===== config.mk =====
export PLATFORM = sky130hd
export DESIGN_NAME = param_sync_counter
export DESIGN_NICKNAME = d
export VERILOG_FILES = /design/src/rtl/param_sync_counter_pkg.sv /design/src/rtl/param_sync_counter_jk_ff.sv /design/src/rtl/param_sync_counter.sv
export SDC_FILE = /design/constraint.sdc
export NUM_CORES = 1
export LEC_CHECK = 0
export BUFFER_PORTS_ARGS = -buffer_cell sky130_fd_sc_hd__buf_2
export CORE_MARGIN = 4
export CORE_UTILIZATION = 30
export CTS_BUF_LIST = sky130_fd_sc_hd__clkbuf_4
export DETAILED_ROUTE_END_ITERATION = 7
export PLACE_DENSITY_LB_ADDON = 0.15
export SYNTH_ARGS = -nofsm -noshare
export SYNTH_HDL_FRONTEND = slang
export SYNTH_SLANG_ARGS = --single-unit

===== constraint.sdc =====
create_clock -name clk -period 1.8 [get_ports clk]
set_input_delay 0.18 -clock clk [delete_from_list [all_inputs] [get_ports clk]]
set_output_delay 0.18 -clock clk [all_outputs]
set_load 0.02 [all_outputs]

===== src/rtl/param_sync_counter_pkg.sv =====
// Shared JK encodings and the per-bit J/K derivation for param_sync_counter.
// Optional build macro used by the counter: PARAM_SYNC_COUNTER_SATURATE_EN.
package param_sync_counter_pkg;

   // {J,K} pairs
   localparam logic [1:0] JK_HOLD   = 2'b00;
   localparam logic [1:0] JK_RESET  = 2'b01;
   localparam logic [1:0] JK_SET    = 2'b10;
   localparam logic [1:0] JK_TOGGLE = 2'b11;

   // J=K=toggle condition: a bit flips exactly when its next value differs.
   function automatic logic [1:0] jk_encode(input logic cur_bit, input logic next_bit);
      return (cur_bit ^ next_bit) ? JK_TOGGLE : JK_HOLD;
   endfunction

endpackage


===== src/rtl/param_sync_counter_jk_ff.sv =====
// JK flip-flop with asynchronous active-low reset to 0; one per counter bit.
module jk_ff_arn
   import param_sync_counter_pkg::*;
(
   input  logic clk,
   input  logic rst_n,
   input  logic j_i,
   input  logic k_i,
   output logic q_o
);

   logic q_q;

   // NOTE: state is written with <= so every flop samples pre-edge values.
   always_ff @(posedge clk or negedge rst_n) begin
      if (!rst_n) begin
         q_q <= 1'b0;
      end else begin
         case ({j_i, k_i})
            JK_HOLD:  q_q <= q_q;
            JK_RESET: q_q <= 1'b0;
            JK_SET:   q_q <= 1'b1;
            default:  q_q <= ~q_q;
         endcase
      end
   end

   assign q_o = q_q;

endmodule


===== src/rtl/param_sync_counter.sv =====
// Cascadable modulo-MOD up/down counter built from per-bit JK flops.
// Build macro PARAM_SYNC_COUNTER_SATURATE_EN: saturate at the limits instead of wrapping.
module param_sync_counter
   import param_sync_counter_pkg::*;
#(
   parameter int WIDTH = 4,
   parameter int MOD   = 10
) (
   input  logic             clk,
   input  logic             rst_n,
   input  logic             en,
   input  logic             up_dn,
   input  logic             clr,
   input  logic             load,
   input  logic [WIDTH-1:0] load_val,
   output logic [WIDTH-1:0] q,
   output logic             tc,
   output logic             wrap,
   output logic             load_err
);

   localparam logic [WIDTH-1:0] CNT_MAX = WIDTH'(MOD - 1);
   localparam logic [WIDTH:0]   MOD_EXT = (WIDTH + 1)'(MOD);
   localparam logic [WIDTH-1:0] CNT_ONE = WIDTH'(1);

   logic [WIDTH-1:0] count_q, count_d;
   logic             wrap_q, wrap_d;
   logic             load_err_q, load_err_d;
   logic             at_max, at_min;

   assign at_max = (count_q == CNT_MAX);
   assign at_min = (count_q == '0);

   // NOTE: every output of this block gets a default first, so no path infers a latch.
   always_comb begin
      count_d    = count_q;
      wrap_d     = 1'b0;
      load_err_d = 1'b0;
      if (clr) begin
         count_d = '0;
      end else if (load) begin
         if ({1'b0, load_val} >= MOD_EXT) begin
            count_d    = CNT_MAX;
            load_err_d = 1'b1;
         end else begin
            count_d = load_val;
         end
      end else if (en) begin
         if (up_dn) begin
            if (at_max) begin
`ifdef PARAM_SYNC_COUNTER_SATURATE_EN
               count_d = CNT_MAX;
`else
               count_d = '0;
               wrap_d  = 1'b1;
`endif
            end else begin
               count_d = count_q + CNT_ONE;
            end
         end else begin
            if (at_min) begin
`ifdef PARAM_SYNC_COUNTER_SATURATE_EN
               count_d = '0;
`else
               count_d = CNT_MAX;
               wrap_d  = 1'b1;
`endif
            end else begin
               count_d = count_q - CNT_ONE;
            end
         end
      end
   end

   // Each count bit is a JK flop steered toward count_d.
   for (genvar i = 0; i < WIDTH; i++) begin : g_bit
      logic [1:0] jk;
      assign jk = jk_encode(count_q[i], count_d[i]);
      jk_ff_arn u_ff (
         .clk   (clk),
         .rst_n (rst_n),
         .j_i   (jk[1]),
         .k_i   (jk[0]),
         .q_o   (count_q[i])
      );
   end

   always_ff @(posedge clk or negedge rst_n) begin
      if (!rst_n) begin
         wrap_q     <= 1'b0;
         load_err_q <= 1'b0;
      end else begin
         wrap_q     <= wrap_d;
         load_err_q <= load_err_d;
      end
   end

   // Combinational so a downstream stage can use it directly as its enable.
   assign tc       = en & (up_dn ? at_max : at_min);
   assign q        = count_q;
   assign wrap     = wrap_q;
   assign load_err = load_err_q;

endmodule


After elaboration in Yosys (flattened, before gate mapping)
Index checks and enable logic that the tools add are counted.
- equality and inequality tests: 9
- reductions and logical operators: 5
- add/subtract/negate cells: 2
- mux-type cells: 25
- magnitude comparators: 1
- bitwise operators: 9
- operator list (operator ; count):
    $mux W4 ; 7
    $pmux W1 S3 ; 4
    $mux W1 ; 10
    $eq A2 B1 Y1 const B ; 4
    $eq A2 B2 Y1 const B ; 4
    $logic_not A2 Y1 ; 4
    $mux W2 ; 4
    $add A4 B1 Y4 const B ; 1
    $eq A4 B4 Y1 const B ; 1
    $ge A4 B4 Y1 const B ; 1
    $logic_not A4 Y1 ; 1
    $not A1 Y1 ; 4
    $sub A4 B1 Y4 const B ; 1
    $xor A1 B1 Y1 ; 4
    $and A1 B1 Y1 ; 1
- output and inout bits: 7
- flip-flop bits (word level): 6
- input port bits: 10

Longest topological paths before layout
Gate-level depths: netlist (run 1).
- depth in word-level cells: 10
- mapped depth: 7
- mapped depth without buffers: 6

Modules after synthesis
A second synthesis (run 1) with hierarchy kept.
- cell total of the unflattened synthesis: 101
- area total of the unflattened synthesis: 854.6 um^2
- modules (own cells, without submodules) (module ; cells an instance ; area an instance (um^2) ; sequential area each (um^2) ; times used):
    param_sync_counter ; 65 ; 509.2 ; 50.0 ; 1
    jk_ff_arn ; 9 ; 86.3 ; 25.0 ; 4

Worst setup path after synthesis (run 1)
Ideal clock, no wire load.
- kind: flip-flop to flip-flop
- start: register g_bit[0].u_ff.q_q
- end: register g_bit[3].u_ff.q_q
- library setup time: 0.082 ns
- path slack: 0.237 ns
- clock period less this slack: 1.563 ns
- arrival: 1.481 ns
- stages on the path, launching flop included: 8
- cells stage by stage: dfrtp_1 > buf_6 > inv_1 > ha_1 > o21bai_1 > a21oi_1 > a2111o_1 > a31oi_1
- longest elaborated chain between the ends: 10
- elaborated cells between the ends (all ways): 16
- classes of those cells: add/sub (2); eq/ne (3); mux (8); bitwise (1); reduce/logical (2)
- RTL lines (what ; line ; text):
    start, declared ; param_sync_counter_jk_ff.sv:12 ; logic q_q;
    start signal, assigned ; param_sync_counter_jk_ff.sv:20 ; JK_HOLD: q_q <= q_q;
    start signal, assigned ; param_sync_counter_jk_ff.sv:23 ; default: q_q <= ~q_q;
    $sub A4 B1 Y4 (tied with other cells) ; param_sync_counter.sv:69 ; count_d = count_q - CNT_ONE;
    $mux W4, on equally long branches ; param_sync_counter.sv:61, param_sync_counter.sv:50 ;
    $mux W4 (*) ; param_sync_counter.sv:49 ; if (up_dn) begin
    $mux W4 (*) ; param_sync_counter.sv:48 ; end else if (en) begin
    $mux W4 (*) ; param_sync_counter.sv:41 ; end else if (load) begin
    $mux W4 (*) ; param_sync_counter.sv:39 ; if (clr) begin
    $xor A1 B1 Y1 (*) ; param_sync_counter_pkg.sv:13 ; return (cur_bit ^ next_bit) ? JK_TOGGLE : JK_HOLD;
    $mux W2 (*) ; param_sync_counter_pkg.sv:13 ;
    $eq A2 B2 Y1 (tied with other cells) ; param_sync_counter_jk_ff.sv:19 ; case ({j_i, k_i})
    $pmux W1 S3 ; param_sync_counter_jk_ff.sv:19 ;
    end signal, assigned ; param_sync_counter_jk_ff.sv:20 ;
    end signal, assigned ; param_sync_counter_jk_ff.sv:23 ;
    end, declared ; param_sync_counter_jk_ff.sv:12 ;
Mark *: on every way between the ends. The rest lies on a longest branch, timed or not.
A chain may end at the register's enable or synchronous reset.

Worst setup path after layout (run 1)
- start: register g_bit[1].u_ff.q_q
- end: output tc
- longest elaborated chain between the ends: 3
- elaborated cells between the ends (all ways): 4
- classes of those cells: eq/ne (1); mux (1); bitwise (1); reduce/logical (1)
- RTL lines (what ; line ; text):
    start, declared ; param_sync_counter_jk_ff.sv:12 ;
    start signal, assigned ; param_sync_counter_jk_ff.sv:20 ;
    start signal, assigned ; param_sync_counter_jk_ff.sv:23 ;
    $eq A4 B4 Y1 or $logic_not A4 Y1 (tied branches) ; param_sync_counter.sv:31, param_sync_counter.sv:32 ;
    $mux W1 (*) ; param_sync_counter.sv:99 ; assign tc = en & (up_dn ? at_max : at_min);
    $and A1 B1 Y1 (*) ; param_sync_counter.sv:99 ;
    end, declared ; param_sync_counter.sv:17 ; output logic tc,
Marked as above.

==> results of run 1 <==
## final cells by class
type / instances / area [sq um] / area share [%]
multi-input combinational: 43 / 313 / 48.3
clock buffer: 3 / 22.5 / 3.47
sequential: 6 / 150 / 23.2
tap: 25 / 31.3 / 4.83
timing repair buffer: 19 / 105 / 16.2
inverter: 7 / 26.3 / 4.05
## metrics by stage
| step | cell area [sq um] | hold WS [ps] | power, mW | worst slack, ps | cells |
|---|---|---|---|---|---|
| 2_1_floorplan | 558 | -116 | 0.258 | 237 | 64 |
| 3_3_place_gp | 613 | 7.18 | 0.285 | 286 | 99 |
| 3_5_place_dp | 613 | 6.83 | 0.284 | 246 | 99 |
| 4_1_cts | 646 | 127 | 0.409 | 63.3 | 103 |
| 5_1_grt | 648 | 133 | 0.432 | 4.12 | 103 |
| 6_report | 648 | 142 | 0.403 | 107 | 103 |
## power groups by stage
| stage | clock (mW) | sequential (mW) | combinational, mW |
|---|---|---|---|
| floorplan | 0 | 0.154 | 0.103 |
| global placement | 0 | 0.156 | 0.129 |
| detailed placement | 0 | 0.156 | 0.128 |
| CTS | 0.125 | 0.154 | 0.130 |
| global route | 0.133 | 0.156 | 0.143 |
| finish | 0.118 | 0.154 | 0.130 |
## sequential cells by signal (all words and copies together), names as in the netlist
register / count
g_bit.u_ff.q_o: 4
load_err: 1
wrap: 1
## final timing paths
kind	start	endpoint	slack, ps	cells after the start
max in group asynchronous	rst_n	g_bit[0].u_ff.q_o	1360	2
max	g_bit[1].u_ff.q_o	tc	110	6
min reg2reg	g_bit[1].u_ff.q_o	g_bit[1].u_ff.q_o	720	3
min in group asynchronous	rst_n	g_bit[2].u_ff.q_o	290	2
min	clr	g_bit[0].u_ff.q_o	140	2
max reg2reg	g_bit[0].u_ff.q_o	g_bit[3].u_ff.q_o	250	6
## kinds of logic after synthesis
kind of cell	after synthesis	share of synthesized area (%)
AOI/OAI and AO/OA	20	28.9
and+or+nand+nor	20	20.0
DFF	6	26.9
buffers and inverters	15	17.5
adders and majority gates	3	6.73
## cell usage after synthesis (2+ instances only)
library cell	number	area [sq um]
o21ai_0	2	10.0
nor2_1	4	15.0
and2_1	2	12.5
o21bai_1	2	15.0
inv_1	6	22.5
ha_1	3	37.5
a21oi_1	3	15.0
nand2_1	4	15.0
buf_6	3	33.8
a311oi_1	2	17.5
nor3_1	2	10.0
buf_4	4	30.0
nand3_1	3	15.0
dfrtp_1	6	150
## metal layers
metal / track usage [%] / vias up / wire length (um)
met5: 0 / - / 0
met4: 5.38 / 0 / 0
met3: 2.92 / 0 / 48
met2: 15.0 / 11 / 600
met1: 14.2 / 244 / 653
li1: - / 256 / -
## worst max-delay path, cell delays in order (launching register included)
cell and delay (ps):
dfrtp_1 370, inv_1 80, ha_2 220, and2_1 160
o2bb2ai_1 110, and3_1 180, buf_2 160
## cell usage in the layout (no fill, tap or decap)
cell type | synthesis | layout
a31oi_1 | 1 | 1
and2_1 | 2 | 2
buf_4 | 4 | 2
clkbuf_4 | 1 | 3
nand2b_1 | 1 | 1
inv_1 | 6 | 6
a21o_1 | 1 | 1
nand2_1 | 4 | 4
a221oi_2 | 1 | 1
nor4bb_1 | 1 | 1
o2bb2ai_1 | 1 | 1
a41oi_1 | 1 | 1
o221ai_2 | 1 | 1
a2111o_1 | 1 | 1
and3_1 | 1 | 1
a311oi_1 | 2 | 2
o211ai_1 | 1 | 1
nand2b_4 | 1 | 1
nor2_1 | 4 | 4
nor3_1 | 2 | 2
dlygate4sd3_1 | 0 | 1
dfrtp_1 | 6 | 6
o22ai_1 | 1 | 1
ha_1 | 3 | 2
a21oi_1 | 3 | 3
o32ai_1 | 1 | 1
nand3_1 | 3 | 3
buf_2 | 0 | 16
inv_2 | 1 | 1
o21bai_1 | 2 | 2
nor3b_1 | 1 | 1
o21ai_0 | 2 | 2
ha_2 | 0 | 1
a31o_1 | 1 | 1
## what timing repair did
item / 4_1_cts / 5_1_grt
endpoints found under the setup margin: 0 / 1
gates resized for setup: 0 / 1
endpoints found under the hold margin: 6 / 0
hold buffers: 1 / 0
==> flow_summary.toml, run 1 <==
[drt]
drt_iter0_markers = 10
wirelength_mm = 1.30
drc = 0
avgViaCountPerCell = 4.96
via_count = 511
ant_nets = 0
drt-pass1-iter-count = 4
wl_per_cell_um = 12.6

[sta]
fin_worst_skew_ps = 2.34
slew_headroom_pct = 79.4
setup_tns_ps = 0
rsz0062_at_grt = "false"
tightest_slew_ps = 306
drv_slew = 0
fin_crit_sh_pct = 94.1
setup_viol = 0
layout_min_cycle_time_ps = 1690
finalHoldViolations = 0
max_freq_mhz = 591

[pwr]
power_frac_seq_pct = 38.2
comb_power_share_pct = 32.4
netSwitchingPower_mw = 0.129
clock_power_share_pct = 29.4
powerDensity_nw_per_um2 = 621
p_sw_share_pct = 32.0
internal_power_mw = 0.274
peakVddDrop_v = 0.000196
leakagePower_nw = 0.318

[cts]
cts_made_buffers = 3
clkTransAtPathRegs_ps = 40
cts_max_level = 1
post_cts_buffers = 0
clock_sinks = 6
cts_root_buffer = "clkbuf_4"
ctsLongestPathBuffers = 2
clk_latency_ps = 240
tritoncts = "done"

[setup_path]
arrival_ps = 1510
cp.required_ps = 1620
crit_type = "flip-flop to output port"
crit_fanout = 4
worstSetupEndpointType = "output port"
startpoint_type = "flip-flop"

[grt]
antenna_found_initial = 0
gr-total-overflow = 0
grt_pass1_vias = 459
grt_max_degree = 11
grt_pass1_wl_mm = 2.04
grt.total_usage_pct = 10.5

[floorplanning]
dieArea_sq_um = 2610
die_h_um = 51.1
initial_core_util_pct = 32.0
die_w_um = 51.1
coreArea_sq_um = 1750
pin_count = 17
rows = 15

[synthesis]
syn_inst = 64
synth_nets = 77
syn_area_sq_um = 558
ys.flop_type = "dfrtp_1"
syn_avg_cell_area_sq_um = 8.72
yosysUniqueCellTypes = 32
synth-edff-count = 0
synth_sequential_area_ratio_pct = 26.9
async_reset_ff_share_pct = 100
yosysWarnings = 0
ys_ff_latch = 6

[final_layout]
n_antenna_cell = 0
area_growth_pct = 16.1
layout.nets = 93
fillers = 200
finish.utilization_pct = 37.1
layout-drive-gt1-share_pct = 33.3

[outcome]
outcome = "finished, final reports clean"

[placed_design]
port-buffer-count = 16
hpwlAfterDp_mm = 1.02
gp_congestion = 0.783

[flow_run]
maxCapViolCount = 0

[hold_path]
hp-class = "input pin to flip-flop"
No activity file was read; power rests on OpenSTA's default activity.
==> inputs of run 2 (changes only) <==
CORE_AREA = 4 4 41 43   (was default)
CORE_MARGIN = default   (was 4)
CORE_UTILIZATION = default   (was 30)
DIE_AREA = 0 0 45 47   (was default)
==> flow_summary.toml, run 2 (synthesis results as in run 1) <==
[outcome]
outcome = "finished, final reports clean"

[placed_design]
gp_congestion = 0.811
dp_cells = 89
hpwlAfterDp_mm = 1.05
placed_area_sq_um = 601
port-buffer-count = 16

[hold_path]
hp-start = "clr"
whs_path_depth = 2
min_to = "g_bit[0].u_ff.q_o"
hp-class = "input pin to flip-flop"

[drt]
ant_nets = 0
wirelength_mm = 1.29
via_count = 520
drc = 0
drt-pass1-iter-count = 4
avgViaCountPerCell = 5.59
wl_per_cell_um = 13.9
drt_iter0_markers = 18

[final_layout]
layout_commonest_cell = "buf_2"
finish.utilization_pct = 49.3
n_antenna_cell = 0
layout.nets = 93
final_cell_mix = "buf_2 (15), inv_1 (6), dfrtp_1 (5)"
design_area_sq_um = 642
largest_register_ffs = 4
layout-drive-gt1-share_pct = 35.9
stdcell_count = 93
area_growth_pct = 15.0

[sta]
drv_slew = 0
finalHoldViolations = 0
slew_headroom_pct = 78.3
fin_worst_skew_ps = 4.82
layout_min_cycle_time_ps = 1700
setup_tns_ps = 0
max_freq_mhz = 589
fin_crit_sh_pct = 94.4
setup_viol = 0
tightest_slew_ps = 322
rsz0062_at_grt = "false"
hold_slack_ps = 127

[setup_path]
cp.required_ps = 1620
r2r_end = "g_bit[3].u_ff.q_o"
startpoint_type = "flip-flop"
crit_chain = "ha_2 -> and2_1 -> o2bb2ai_1 -> and3_1 -> buf_4"
crit_type = "flip-flop to output port"
cpMaxStageDelayCell = "dfrtp_2"
rr_startpoint = "g_bit[0].u_ff.q_o"
worstRegToRegCells = 6
rrSetupSlack_ps = 230
worstSetupEndpointType = "output port"
crit_fanout = 6
critPathMaxStageDelay_ps = 440
arrival_ps = 1520

[cts]
cts_root_buffer = "clkbuf_4"
clkTransAtPathRegs_ps = 40
cts_made_buffers = 3
post_cts_buffers = 0
tritoncts = "done"
clk_latency_ps = 240
clock_sinks = 6
ctsLongestPathBuffers = 2
cts_max_level = 1

[grt]
grt_pass1_wl_mm = 2.12
grt.total_usage_pct = 14.2
antenna_found_initial = 0
gr-total-overflow = 0
grt_max_degree = 11
grt_pass1_vias = 469

[pwr]
clock_power_share_pct = 29.5
internal_power_mw = 0.275
comb_power_share_pct = 31.9
power_frac_seq_pct = 38.6
netSwitchingPower_mw = 0.129
powerDensity_nw_per_um2 = 629
leakagePower_nw = 0.316
p_sw_share_pct = 31.8
peakVddDrop_v = 0.000188

[floorplanning]
pin_count = 17
coreArea_sq_um = 1300
die_w_um = 45
initial_core_util_pct = 42.9
rows = 13
dieArea_sq_um = 2120
die_h_um = 47

[flow_run]
maxCapViolCount = 0
run 2: cell types whose count changed in the layout (fill, tap and decap cells not counted):
cell     before  now
dfrtp_1       6    5
ha_1          2    1
dfrtp_2       0    1
buf_4         2    3
buf_2        16   15
ha_2          1    2
run 2: worst max-delay path, delay by kind of cell (launching register included):
kind,cells,cell delay [ps]
AO/OA/AOI/OAI,1,110
buffers and inverters,1,150
AND/OR/NAND/NOR,2,360
flip-flops,1,440
adder cells (fa/ha/maj),1,220
run 2: power groups by stage:
stage	registers, mW	logic [mW]	clock network (mW)
2_1_floorplan	0.154	0.103	0
3_3_place_gp	0.157	0.125	0
3_5_place_dp	0.157	0.125	0
4_1_cts	0.155	0.127	0.126
5_1_grt	0.158	0.142	0.136
6_report	0.156	0.129	0.119
run 2: repair_timing:
item / in CTS / in global routing
gates resized for setup: 0 / 4
hold endpoints to repair: 6 / 0
hold buffers: 1 / 0
endpoints found under the setup margin: 0 / 1
run 2: layer usage:
layer	up-vias	track usage, %	routed length [um]
li1	255	-	-
met1	250	18.0	573
met2	15	22.6	650
met3	0	2.30	67
met4	0	8.77	0
met5	-	0	0
run 2: final cells by class:
class                           count  area, sq um
Clock buffer                        3         22.5
Fill cell                         144          659
Inverter                            7         26.3
Multi-Input combinational cell     43          315
Sequential cell                     6          151
Tap cell                           15         18.8
Timing Repair Buffer               19          108
run 2: worst max path at each step:
stage	endpoint	depth (start not counted)	slack [ps]	startpoint
6_report	tc	5	100	g_bit[0].u_ff.q_o
3_3_place_gp	g_bit[3].u_ff.q_o	6	180	g_bit[0].u_ff.q_o
4_1_cts	tc	5	40	g_bit[0].u_ff.q_o
5_1_grt	tc	6	20	g_bit[1].u_ff.q_o
3_5_place_dp	g_bit[3].u_ff.q_o	6	180	g_bit[0].u_ff.q_o
2_1_floorplan	g_bit[3].u_ff.q_o	7	240	g_bit[0].u_ff.q_o
run 2: metrics by stage:
step                worst slack (ps)  power (mW)
floorplan                        237       0.258
global placement                 181       0.282
detailed placement               184       0.282
CTS                             39.5       0.408
global route                    17.9       0.435
finish                           101       0.404
